<file path="src/rtl/shared_pkg.sv">
// Shared definitions for the APB request arbiter: FSM state encoding and
// the number of WAIT cycles during which a done indication is not trusted.
package shared_pkg;

  typedef enum logic [1:0] {
    ARB_IDLE,
    ARB_ISSUE,
    ARB_WAIT,
    ARB_RESP
  } apb_arb_state_e;

  // PREADY left over from the master's IDLE/SETUP phases shows up in these cycles
  localparam int unsigned APB_ARB_DONE_MASK = 2;

endpackage

</file>
<file path="src/rtl/apb_rr_pick.sv">
// Round-robin selector: rotate the request vector by the pointer, take the
// lowest set bit, then rotate the index back into requester numbering.
module apb_rr_pick #(
  parameter int unsigned NREQ  = 2,
  parameter int unsigned IDX_W = (NREQ > 1) ? $clog2(NREQ) : 1
) (
  input  logic [NREQ-1:0]  req_valid,
  input  logic [IDX_W-1:0] rr_ptr,
  output logic             any,
  output logic [IDX_W-1:0] idx
);

  logic [2*NREQ-1:0] dbl;
  logic [NREQ-1:0]   rot;
  logic [IDX_W-1:0]  off;
  logic [IDX_W:0]    sum;

  always_comb begin
    dbl = {req_valid, req_valid} >> rr_ptr;
    rot = dbl[NREQ-1:0];
    off = '0;
    // descending scan so the lowest set bit is written last
    for (int i = NREQ - 1; i >= 0; i--) begin
      if (rot[i]) off = IDX_W'(i);
    end
    sum = {1'b0, rr_ptr} + {1'b0, off};
    if (sum >= (IDX_W+1)'(NREQ)) sum = sum - (IDX_W+1)'(NREQ);
  end

  assign any = |req_valid;
  assign idx = sum[IDX_W-1:0];

endmodule

</file>
<file path="src/rtl/apb_req_arbiter.sv">
// Shares one APB master controller between NREQ requesters: round-robin
// accept, single outstanding transaction, response return and WAIT timeout.
module apb_req_arbiter
  import shared_pkg::*;
#(
  parameter int unsigned NREQ       = 2,
  parameter int unsigned DATA_WIDTH = 32,
  parameter int unsigned ADDR_WIDTH = 32,
  parameter int unsigned NBYTES     = DATA_WIDTH / 8,
  parameter int unsigned TIMEOUT    = 16
) (
  input  logic                             PCLK,
  input  logic                             PRESETn,
  input  logic [NREQ-1:0]                  req_valid,
  output logic [NREQ-1:0]                  req_ready,
  input  logic [NREQ-1:0][ADDR_WIDTH-1:0]  req_addr,
  input  logic [NREQ-1:0]                  req_write,
  input  logic [NREQ-1:0][NBYTES-1:0]      req_strb,
  input  logic [NREQ-1:0][DATA_WIDTH-1:0]  req_wdata,
  output logic [NREQ-1:0]                  rsp_valid,
  output logic [DATA_WIDTH-1:0]            rsp_rdata,
  output logic                             rsp_err,
  output logic [ADDR_WIDTH-1:0]            m_addr,
  output logic                             m_write,
  output logic [NBYTES-1:0]                m_byte_strobe,
  output logic [DATA_WIDTH-1:0]            m_wdata,
  output logic                             m_transfer,
  input  logic [DATA_WIDTH-1:0]            m_rdata,
  input  logic                             m_transfer_done
);

  localparam int unsigned IDX_W = (NREQ > 1) ? $clog2(NREQ) : 1;
  localparam int unsigned CNT_W = $clog2(TIMEOUT + 1);

  apb_arb_state_e state, state_nxt;

  logic [IDX_W-1:0]      rr_ptr;
  logic [IDX_W-1:0]      owner;
  logic [IDX_W-1:0]      pick_idx;
  logic                  pick_any;
  logic [CNT_W-1:0]      wait_cnt;
  logic [DATA_WIDTH-1:0] rd_shadow;

  logic [ADDR_WIDTH-1:0] txn_addr;
  logic                  txn_write;
  logic [NBYTES-1:0]     txn_strb;
  logic [DATA_WIDTH-1:0] txn_wdata;

  logic accept;
  logic done_hit;
  logic timeout_hit;

  apb_rr_pick #(
    .NREQ  (NREQ),
    .IDX_W (IDX_W)
  ) u_pick (
    .req_valid (req_valid),
    .rr_ptr    (rr_ptr),
    .any       (pick_any),
    .idx       (pick_idx)
  );

  // Next-state and state-decoded strobes
  always_comb begin
    state_nxt   = state;
    accept      = 1'b0;
    done_hit    = 1'b0;
    timeout_hit = 1'b0;
    req_ready   = '0;
    m_transfer  = 1'b0;
    case (state)
      ARB_IDLE: begin
        if (pick_any) begin
          accept    = 1'b1;
          req_ready = NREQ'(1) << pick_idx;
          state_nxt = ARB_ISSUE;
        end
      end
      ARB_ISSUE: begin
        m_transfer = 1'b1;
        state_nxt  = ARB_WAIT;
      end
      ARB_WAIT: begin
        if (m_transfer_done && (wait_cnt >= CNT_W'(APB_ARB_DONE_MASK))) begin
          done_hit  = 1'b1;
          state_nxt = ARB_RESP;
        end else if (wait_cnt == CNT_W'(TIMEOUT - 1)) begin
          timeout_hit = 1'b1;
          state_nxt   = ARB_RESP;
        end
      end
      ARB_RESP: begin
        state_nxt = ARB_IDLE;
      end
      default: state_nxt = ARB_IDLE;
    endcase
  end

  always_ff @(posedge PCLK) begin
    if (!PRESETn) state <= ARB_IDLE;
    else          state <= state_nxt;
  end

  // Transaction registers: loaded on accept, cleared on the way back to idle
  always_ff @(posedge PCLK) begin
    if (!PRESETn) begin
      owner     <= '0;
      txn_addr  <= '0;
      txn_write <= 1'b0;
      txn_strb  <= '0;
      txn_wdata <= '0;
    end else if (accept) begin
      owner     <= pick_idx;
      txn_addr  <= req_addr[pick_idx];
      txn_write <= req_write[pick_idx];
      txn_strb  <= req_strb[pick_idx];
      txn_wdata <= req_wdata[pick_idx];
    end else if (state == ARB_RESP) begin
      txn_addr  <= '0;
      txn_write <= 1'b0;
      txn_strb  <= '0;
      txn_wdata <= '0;
    end
  end

  // WAIT-phase counter and one-cycle-delayed read data
  always_ff @(posedge PCLK) begin
    if (!PRESETn) begin
      wait_cnt  <= '0;
      rd_shadow <= '0;
    end else begin
      if (state == ARB_ISSUE)     wait_cnt <= '0;
      else if (state == ARB_WAIT) wait_cnt <= wait_cnt + CNT_W'(1);
      if (state == ARB_WAIT)      rd_shadow <= m_rdata;
    end
  end

  // Response registers and round-robin pointer
  always_ff @(posedge PCLK) begin
    if (!PRESETn) begin
      rsp_valid <= '0;
      rsp_rdata <= '0;
      rsp_err   <= 1'b0;
      rr_ptr    <= '0;
    end else begin
      rsp_valid <= '0;
      if (done_hit) begin
        rsp_valid <= NREQ'(1) << owner;
        rsp_rdata <= txn_write ? '0 : rd_shadow;
        rsp_err   <= 1'b0;
      end else if (timeout_hit) begin
        rsp_valid <= NREQ'(1) << owner;
        rsp_rdata <= '0;
        rsp_err   <= 1'b1;
      end
      if (state == ARB_RESP) begin
        rr_ptr <= (owner == IDX_W'(NREQ - 1)) ? '0 : owner + IDX_W'(1);
      end
    end
  end

  assign m_addr        = txn_addr;
  assign m_write       = txn_write;
  assign m_byte_strobe = txn_strb;
  assign m_wdata       = txn_wdata;

endmodule

</file>
<file path="config.mk">
export PLATFORM = sky130hd
export DESIGN_NAME = apb_req_arbiter
export DESIGN_NICKNAME = d
export VERILOG_FILES = /design/src/rtl/shared_pkg.sv /design/src/rtl/apb_rr_pick.sv /design/src/rtl/apb_req_arbiter.sv
export SDC_FILE = /design/constraint.sdc
export NUM_CORES = 1
export LEC_CHECK = 0
export ABC_AREA = 1
export CORE_MARGIN = 4
export CORE_UTILIZATION = 40
export DETAILED_ROUTE_END_ITERATION = 10
export GPL_TIMING_DRIVEN = 0
export HOLD_SLACK_MARGIN = 0.08
export PLACE_DENSITY = 0.75
export SYNTH_ARGS = -nofsm -noshare
export SYNTH_HDL_FRONTEND = slang
export SYNTH_HIERARCHICAL = 1
export SYNTH_SLANG_ARGS = --single-unit
</file>
<file path="constraint.sdc">
create_clock -name PCLK -period 1.9 [get_ports PCLK]
set_clock_uncertainty 0.05 [all_clocks]
set_input_delay 0.285 -clock PCLK [delete_from_list [all_inputs] [get_ports PCLK]]
set_output_delay 0.285 -clock PCLK [all_outputs]
set_load 0.05 [all_outputs]
</file>
### After elaboration in Yosys (flattened, before gate mapping)

Index checks and enable logic that the tools add are counted.

| storage, ports and cells | value |
|---|---|
| register bits | 145 |
| logic and storage cells | 75 |
| input port bits | 175 |
| output and inout port bits | 107 |

| operators by class | value |
|---|---|
| bitwise operators | 1 |
| shifts and indexed selects | 3 |
| order comparisons | 3 |
| $add $sub $neg | 4 |
| equality and inequality tests | 6 |
| reduce and logical (&&, ||, !) cells | 8 |
| mux-type cells | 38 |

Operator list:

| operator | count |
|---|---|
| 32-bit 2-to-1 mux | 10 |
| 1-bit 2-to-1 mux | 16 |
| 4-bit 2-to-1 mux | 4 |
| 2-bit 2-to-1 mux | 7 |
| 2-bit one-hot mux with 4 select lines | 1 |
| 2-bit OR reduction | 3 |
| 5-bit by 1-bit adder with 5-bit output, second input constant | 1 |
| 5-bit by 4-bit == test with 1-bit output, second input constant | 1 |
| 5-bit by 2-bit greater-or-equal comparator with 1-bit output, second input constant | 1 |
| 2-bit == test, second input constant | 2 |
| 2-bit nonzero test | 2 |
| 1-bit by 1-bit left shift with 2-bit output, first input constant | 2 |
| 4-bit by 1-bit right shift with 2-bit output | 1 |
| 3-bit inequality test, second input constant | 1 |
| 1-bit by 1-bit adder with 2-bit output | 1 |
| 2-bit by 1-bit == test with 1-bit output, second input constant | 1 |
| 2-bit greater-or-equal comparator, second input constant | 1 |
| 2-bit logical NOT | 1 |
| 1-bit by 2-bit < comparator with 1-bit output, second input constant | 1 |
| 2-bit inequality test, second input constant | 1 |
| 2-bit AND reduction | 1 |
| 1-bit adder, second input constant | 1 |
| 1-bit logical AND | 1 |
| 1-bit inverter | 1 |
| 1-bit subtractor, second input constant | 1 |

### Longest topological paths before layout

Gate-level depths: netlist (run 1).

| depth | value |
|---|---|
| depth after elaboration | 9 |
| gate-level depth with buffers | 10 |
| depth with buffers taken out | 9 |

### By module

The synthesis (run 1) kept the hierarchy.

Modules (own cells, without submodules):

| module | cells each | times used | area an instance (µm²) |
|---|---|---|---|
| apb_req_arbiter | 711 | 1 | 6894.1 |
| apb_rr_pick | 4 | 1 | 18.8 |

### Worst setup path after synthesis (run 1)

Ideal clock, no wire load.

| timing path | value |
|---|---|
| path type | reg2reg |
| start point | register wait_cnt[1] |
| end point | register rsp_rdata[1] |
| path buffers | 1 |
| arrival time | 1.360 ns |
| data required time | 1.723 ns |
| stages on the path, launching flop included | 9 |
| clock period less this slack | 1.536 ns |
| setup slack | 0.364 ns |
| cell sequence | dfxtp_1 -> ha_1 -> inv_1 -> nor3_1 -> ha_1 -> nand2_2 -> buf_2 -> nand3_1 -> a21oi_1 |

| on the way | value |
|---|---|
| word-level cells in the longest chain between the ends | 5 |
| elaborated cells on any way between the ends | 10 |

Ends and longest elaborated chain:

| what | RTL line | text |
|---|---|---|
| start: declaration | apb_req_arbiter.sv:41 | `logic [CNT_W-1:0] wait_cnt;` |
| start signal: assignment | apb_req_arbiter.sv:133 | `else if (state == ARB_WAIT) wait_cnt <= wait_cnt + CNT_W'(1);` |
| 5-bit by 2-bit greater-or-equal comparator with 1-bit output / 5-bit by 4-bit == test with 1-bit output (equally long branches) | apb_req_arbiter.sv:84, apb_req_arbiter.sv:87 |  |
| 1-bit logical AND / 1-bit 2-to-1 mux (equally long branches) | apb_req_arbiter.sv:84, apb_req_arbiter.sv:87 |  |
| 1-bit 2-to-1 mux | apb_req_arbiter.sv:84 | `if (m_transfer_done && (wait_cnt >= CNT_W'(APB_ARB_DONE_MASK))) begin` |
| 1-bit 2-to-1 mux | apb_req_arbiter.sv:71 | `case (state)` |
| 32-bit 2-to-1 mux / 2-bit nonzero test (equally long branches) | - |  |
| end signal: assignment | apb_req_arbiter.sv:149 | `rsp_rdata <= txn_write ? '0 : rd_shadow;` |
| end: declaration | apb_req_arbiter.sv:21 | `output logic [DATA_WIDTH-1:0] rsp_rdata,` |

Parallel ways exist; a longest one is shown, timed or not.
A chain may end at the register's enable or synchronous reset.

### Worst setup path after layout (run 1)

| timing path | value |
|---|---|
| start point | register state[0] |
| end point | output port req_ready[0] |

| on the way | value |
|---|---|
| word-level cells in the longest chain between the ends | 2 |

Ends and longest elaborated chain:

| what | RTL line | text |
|---|---|---|
| start: declaration | apb_req_arbiter.sv:35 | `apb_arb_state_e state, state_nxt;` |
| start signal: assignment | apb_req_arbiter.sv:101 | `else state <= state_nxt;` |
| 2-bit logical NOT | apb_req_arbiter.sv:71 |  |
| 2-bit 2-to-1 mux | apb_req_arbiter.sv:71 |  |
| end: declaration | apb_req_arbiter.sv:15 | `output logic [NREQ-1:0] req_ready,` |

Every way passes these cells.

==> results by group, run 1 <==
Placement
  • Number of port buffers: 279
  • Post-DP HPWL: 16.36 mm
  • Gpl congestion: 0.7869
  • Placement Setup Slack: -0.8288 ns

Floorplan
  • Io pins: 282
  • Placeable core area: 16760 µm²
  • Die X: 139.5 µm
  • Initial core utilization: 0.4125
  • Full die area: 19450 µm²
  • Site row count: 47
  • Die Y: 139.5 µm

Pwr
  • VDD IR-drop max: 0.0007470 V
  • Pwr per Cell Area: 1291 nW/µm²
  • Leakage: 4.096 nW
  • Total power draw: 13.54 mW

Clocking
  • CTS tree: done
  • H-Tree Depth: 4
  • Clk slew on worst S/H paths: 0.06 ns
  • Cts bufs inserted: 17
  • Sink Count: 145
  • Clock Latency Late Sink: 0.42 ns
  • Clk buf depth: 2
  • CTS root buffer: clkbuf_16

Final layout
  • Register area: 2907 µm²
  • Most common cell after layout, fill and taps aside: clkdlybuf4s50_1
  • Total Nets Final: 1200
  • Commonest non-fill, non-tap cells in the layout: clkdlybuf4s50_1, dfxtp_1, dlygate4sd2_1, a21oi_2, nand2_1
  • # fillers: 1457
  • N_diodes: 0
  • Share of cells above drive strength 1: 0.2978
  • P&R area growth vs syn: 51.69%
  • Multi-input gate area: 3333 µm²
  • Final Util: 0.6257

Global routing
  • Largest net degree at the start of global routing: 17
  • Vias in the first global route: 6315
  • GRT overflow: 0
  • Antenna violations before repair: 0
  • Total global-route track usage: 0.2161
  • Global-route wire length before repair: 33.31 mm

STA
  • Final worst slack: 0.08622 ns
  • Fin crit share: 0.9546
  • Worst-margin pin slew: 0.7490 ns
  • Max Freq: 0.5513 GHz
  • Final setup violating endpoints: 0
  • Hold Fails Final Rpt: 0
  • Slew Viols, Final: 0
  • Slew margin rel.: 0.5007
  • Clock period minus worst slack: 1.814 ns
  • TNS Setup: 0 ns
  • RSZ-0062 raised after global routing: no

Detailed routing
  • WL met1: 8.610 mm
  • Wire length on met2: 10.37 mm
  • Drt pass-1 iters: 4
  • Top Layer Used: met4
  • WL final: 21.18 mm
  • ANT nets after route: 0
  • Number of DRC markers in iteration 0: 208
  • Vias post-DR: 6151
  • Per-cell routed wire length: 16.93 µm
  • DRC violations left: 0
  • Vias per cell: 4.917
  • Met3 routed wirelength: 1.551 mm

Yosys
  • Register area share after synthesis: 0.4199
  • Syn avg cell area: 9.668 µm²
  • Ys Warns: 6
  • Cells after synthesis: 715
  • Synth Net Count: 897
  • Count of state elements after synthesis: 145
  • Async set-or-reset flop fraction in the synthesized netlist: 0
  • Post-synth top flop: dfxtp_1
  • Distinct cells, synth: 31
  • Synth Cell Area: 6913 µm²
  • EDFF count, synth: 0

Worst setup path
  • Required @ worst endpoint: 1.56 ns
  • CP max FO: 11
  • Setup Crit Path Kind: reg -> out
  • R2R Setup Slk: 0.20 ns
  • Worst setup SP type: register
  • Critical path capture point type: primary output
  • Critical Path AT: 1.48 ns

Status
  • Status: complete, no violations

Flow run
  • Max-cap violations: 0

Worst hold path
  • Hold crit path type: in -> reg
-- cells in the mapped netlist, types with 17 or more instances --
cell type,number,area share
nand2_1,78,0.042
nand3_2,29,0.042
inv_1,44,0.024
nor2_1,38,0.021
a21oi_1,42,0.030
a22oi_2,69,0.12
dfxtp_1,145,0.42
clkbuf_1,17,0.0092
a21oi_2,98,0.12
nand4_1,32,0.029
buf_2,29,0.021
o21ai_0,37,0.027
-- power breakdown --
part	internal, mW	total [mW]	leakage [nW]	switching [mW]
logic	2.26	6.45	2.64	4.20
clock network	1.72	3.11	0.268	1.39
registers	3.69	3.97	1.19	0.284
-- registers in the layout (all words and copies together), names as in the netlist --
signal	cells
rd_shadow	32
m_wdata	32
rsp_valid	2
owner	1
rr_ptr	1
rsp_err	1
rsp_rdata	32
m_byte_strobe	4
m_write	1
wait_cnt	5
m_addr	32
state	2
-- critical path, cell delays in order (launching register included) --
cell and delay [ns]:
dfxtp_2 0.33, inv_2 0.09, ha_4 0.16, nand2_4 0.08, inv_4 0.08, nand2_4 0.06
inv_8 0.11, buf_12 0.15
-- what timing repair did --
| item | in CTS | in global routing |
|---|---|---|
| setup buffers | 2 | 4 |
| resized for setup | 134 | 5 |
| hold buffers | 0 | 0 |
| pin swaps | 3 | 1 |
| setup endpoints to repair | 107 | 32 |
-- metrics by stage --
step | instance area [µm²] | hold slack [ns] | instances
2_1_floorplan | 6913 | 0.3693 | 715
3_3_place_gp | 9981 | 0.3886 | 1214
3_5_place_dp | 9981 | 0.3968 | 1214
4_1_cts | 10460 | 0.1669 | 1248
5_1_grt | 10490 | 0.1828 | 1251
6_report | 10490 | 0.1830 | 1251
-- kinds of logic (layout without fill, tap and decap cells) --
group                    after synthesis  after routing  share of synthesized area
adder cells (fa/ha/maj)                7              7                    0.01267
flip-flops                           145            145                     0.4199
AND/OR/NAND/NOR                      197            197                     0.1567
buffers and inverters                117            433                     0.1014
AO/OA/AOI/OAI                        249            249                     0.3093
-- area by class of cell --
type / instances / area share
sequential: 145 / 0.2772
clock inverter: 13 / 0.01002
tap: 220 / 0.02625
multi-input combinational: 453 / 0.3179
clock buffer: 19 / 0.04224
buffer: 64 / 0.04665
inverter: 52 / 0.01957
timing repair buffer: 285 / 0.2602
-- path summary, 6_finish.rpt --
check,depth (start not counted),endpoint,from
min,3,rd_shadow[1],PRESETn
max reg2reg,6,rsp_rdata[8],state[1]
min reg2reg,2,rd_shadow[27],rd_shadow[27]
max,7,req_ready[0],state[0]
-- metal layers --
layer	vias up	GRT usage
met1	2814	0.2470
met5	-	0
met2	195	0.3674
met3	37	0.07684
met4	0	0.08908
li1	3105	-
(Power assumes the default switching activity.)
==> run 2, diff against run 1 <==
Settings changed: SKIP_CTS_REPAIR_TIMING from default to 1.
==> run 2 against run 1 <==
  * The run now ends with setup timing left
  * Sequential share of layout area fell by 0.97 points
  * Setup slack got worse by 0.21 ns
  * Hold slack improved by 0.00070 ns
  * Cell area rose by 3.5%
  * Largest power group unchanged
  * Final cell count barely moved
  * Combinational power rose by 3%
  * Die area did not move
  * Register-to-register slack barely moved
==> results by group, run 2 (synthesized netlist as in run 1, its figures left out) <==
Detailed routing
  • Vias per cell: 4.944
  • ANT nets after route: 0
  • Per-cell routed wire length: 17.11 µm
  • Drt pass-1 iters: 5
  • DRC violations left: 0
  • Vias post-DR: 6180
  • Number of DRC markers in iteration 0: 185
  • WL final: 21.38 mm

Worst setup path
  • CP peak stage delay: 0.40 ns
  • Critical Path AT: 1.69 ns
  • CP max FO: 10
  • Critical path, cell by cell: inv_2, ha_4, nand2_4, inv_4, nand2_2, inv_6, buf_12, buf_6
  • Setup Crit Path Kind: reg -> out
  • Slowest stage cell, crit path: dfxtp_1
  • Worst Path Buf+Inv: 5
  • Reg-to-Reg Start: wait_cnt[0]
  • Worst setup SP type: register
  • R2R Setup Slk: 0.20 ns
  • R2R depth: 8
  • RR Endpoint: rsp_rdata[11]
  • CP delay by family, top: buffers and inverters
  • Required @ worst endpoint: 1.56 ns
  • Critical path capture point type: primary output

Placement
  • Post-DP HPWL: 16.36 mm
  • Placement Setup Slack: -0.8288 ns
  • Gpl congestion: 0.7869
  • Number of port buffers: 279

STA
  • TNS Setup: -0.1261 ns
  • Fin crit share: 1.066
  • RSZ-0062 raised after global routing: yes
  • Max Freq: 0.4936 GHz
  • Clock period minus worst slack: 2.026 ns
  • Slew margin rel.: 0.5087
  • Worst-margin pin slew: 0.7370 ns
  • Final setup violating endpoints: 1
  • Final worst slack: -0.1261 ns
  • Hold Fails Final Rpt: 0
  • Slew Viols, Final: 0

Global routing
  • Global-route wire length before repair: 33.26 mm
  • GR Util met3: 0.07925
  • Grt peak-use layer: met2
  • Met1 GRT Util: 0.2449
  • Antenna violations before repair: 0
  • Grt met2 use: 0.3669
  • Vias in the first global route: 6306
  • GRT overflow: 0
  • Largest net degree at the start of global routing: 17
  • Total global-route track usage: 0.2159

Clocking
  • CTS tree: done
  • Sink Count: 145
  • Cts bufs inserted: 17
  • Clock Latency Late Sink: 0.42 ns
  • H-Tree Depth: 4
  • CTS root buffer: clkbuf_16
  • Clk buf depth: 2
  • Clk slew on worst S/H paths: 0.06 ns

Final layout
  • Register area: 2904 µm²
  • Multi-input gate area: 3322 µm²
  • N_diodes: 0
  • Commonest non-fill, non-tap cells in the layout: clkdlybuf4s50_1, dfxtp_1, dlymetal6s2s_1, a21oi_2, nand2_1
  • P&R area growth vs syn: 57.07%
  • Total Nets Final: 1199
  • Share of cells above drive strength 1: 0.2922
  • Most common cell after layout, fill and taps aside: clkdlybuf4s50_1
  • # fillers: 1389

Floorplan
  • Site row count: 47
  • Die X: 139.5 µm
  • Placeable core area: 16760 µm²
  • Initial core utilization: 0.4125
  • Die Y: 139.5 µm
  • Io pins: 282
  • Full die area: 19450 µm²

Worst hold path
  • Hold path start: PRESETn
  • Hold Crit Depth: 3
  • Worst hold path endpoint: rd_shadow[1]
  • Hold crit path type: in -> reg

Pwr
  • Leakage: 5.431 nW
  • Total power draw: 13.74 mW
  • VDD IR-drop max: 0.0007442 V
  • Pwr per Cell Area: 1266 nW/µm²

Status
  • Status: finished with violations
  • Failing checks: setup timing

Flow run
  • Max-cap violations: 0
## run 2: changes by cell type in the layout (fill, tap and decap cells not counted), sizes merged
cell | previous run | this run
clkdlybuf4s15 | 1 | 0
dlymetal6s2s | 0 | 105
buf | 53 | 52
dlygate4sd2 | 104 | 0
## run 2: worst max-delay path by stage
stage,to,slack (ns),from,depth (start not counted)
floorplan,rsp_rdata[1],0.36,wait_cnt[1],8
global placement,req_ready[1],-0.80,req_valid[1],7
detailed placement,req_ready[1],-0.83,req_valid[1],7
CTS,req_ready[0],-0.95,state[0],8
global route,req_ready[0],-0.22,state[0],8
finish,req_ready[0],-0.13,state[1],8
## run 2: cell type report
| class | instances | share of cell area |
|---|---|---|
| multi-input combinational | 453 | 0.3059 |
| inverter | 52 | 0.01867 |
| clock inverter | 13 | 0.009680 |
| timing repair buffer | 283 | 0.2852 |
| buffer | 65 | 0.04690 |
| tap | 220 | 0.02535 |
| sequential | 145 | 0.2675 |
| clock buffer | 19 | 0.04079 |
## run 2: worst min-delay path: stages
cell	delay (ns)
buf_2	0.18
o21ai_0	0.10
a21oi_1	0.04
## run 2: through the flow
stage / utilization / instance area (µm²) / hold slack [ns] / std cells
after floorplan: - / 6913 / 0.3693 / 715
after global placement: 0.5955 / 9981 / 0.3886 / 1214
after detailed placement: 0.5955 / 9981 / 0.3968 / 1214
after CTS: 0.6282 / 10530 / 0.1669 / 1246
after global routing: 0.6479 / 10860 / 0.1828 / 1250
final: 0.6479 / 10860 / 0.1837 / 1250
## run 2: power by group
| group | leakage, nW | switching, mW | internal, mW |
|---|---|---|---|
| Clock | 0.268 | 1.40 | 1.72 |
| Sequential | 1.19 | 0.289 | 3.68 |
| Combinational | 3.98 | 4.19 | 2.46 |
## run 2: layer usage
layer | vias to the layer above | wire length [µm]
met5 | - | 0
met1 | 2837 | 8677
met4 | 0 | 601
li1 | 3099 | -
met3 | 34 | 1626
met2 | 210 | 10480
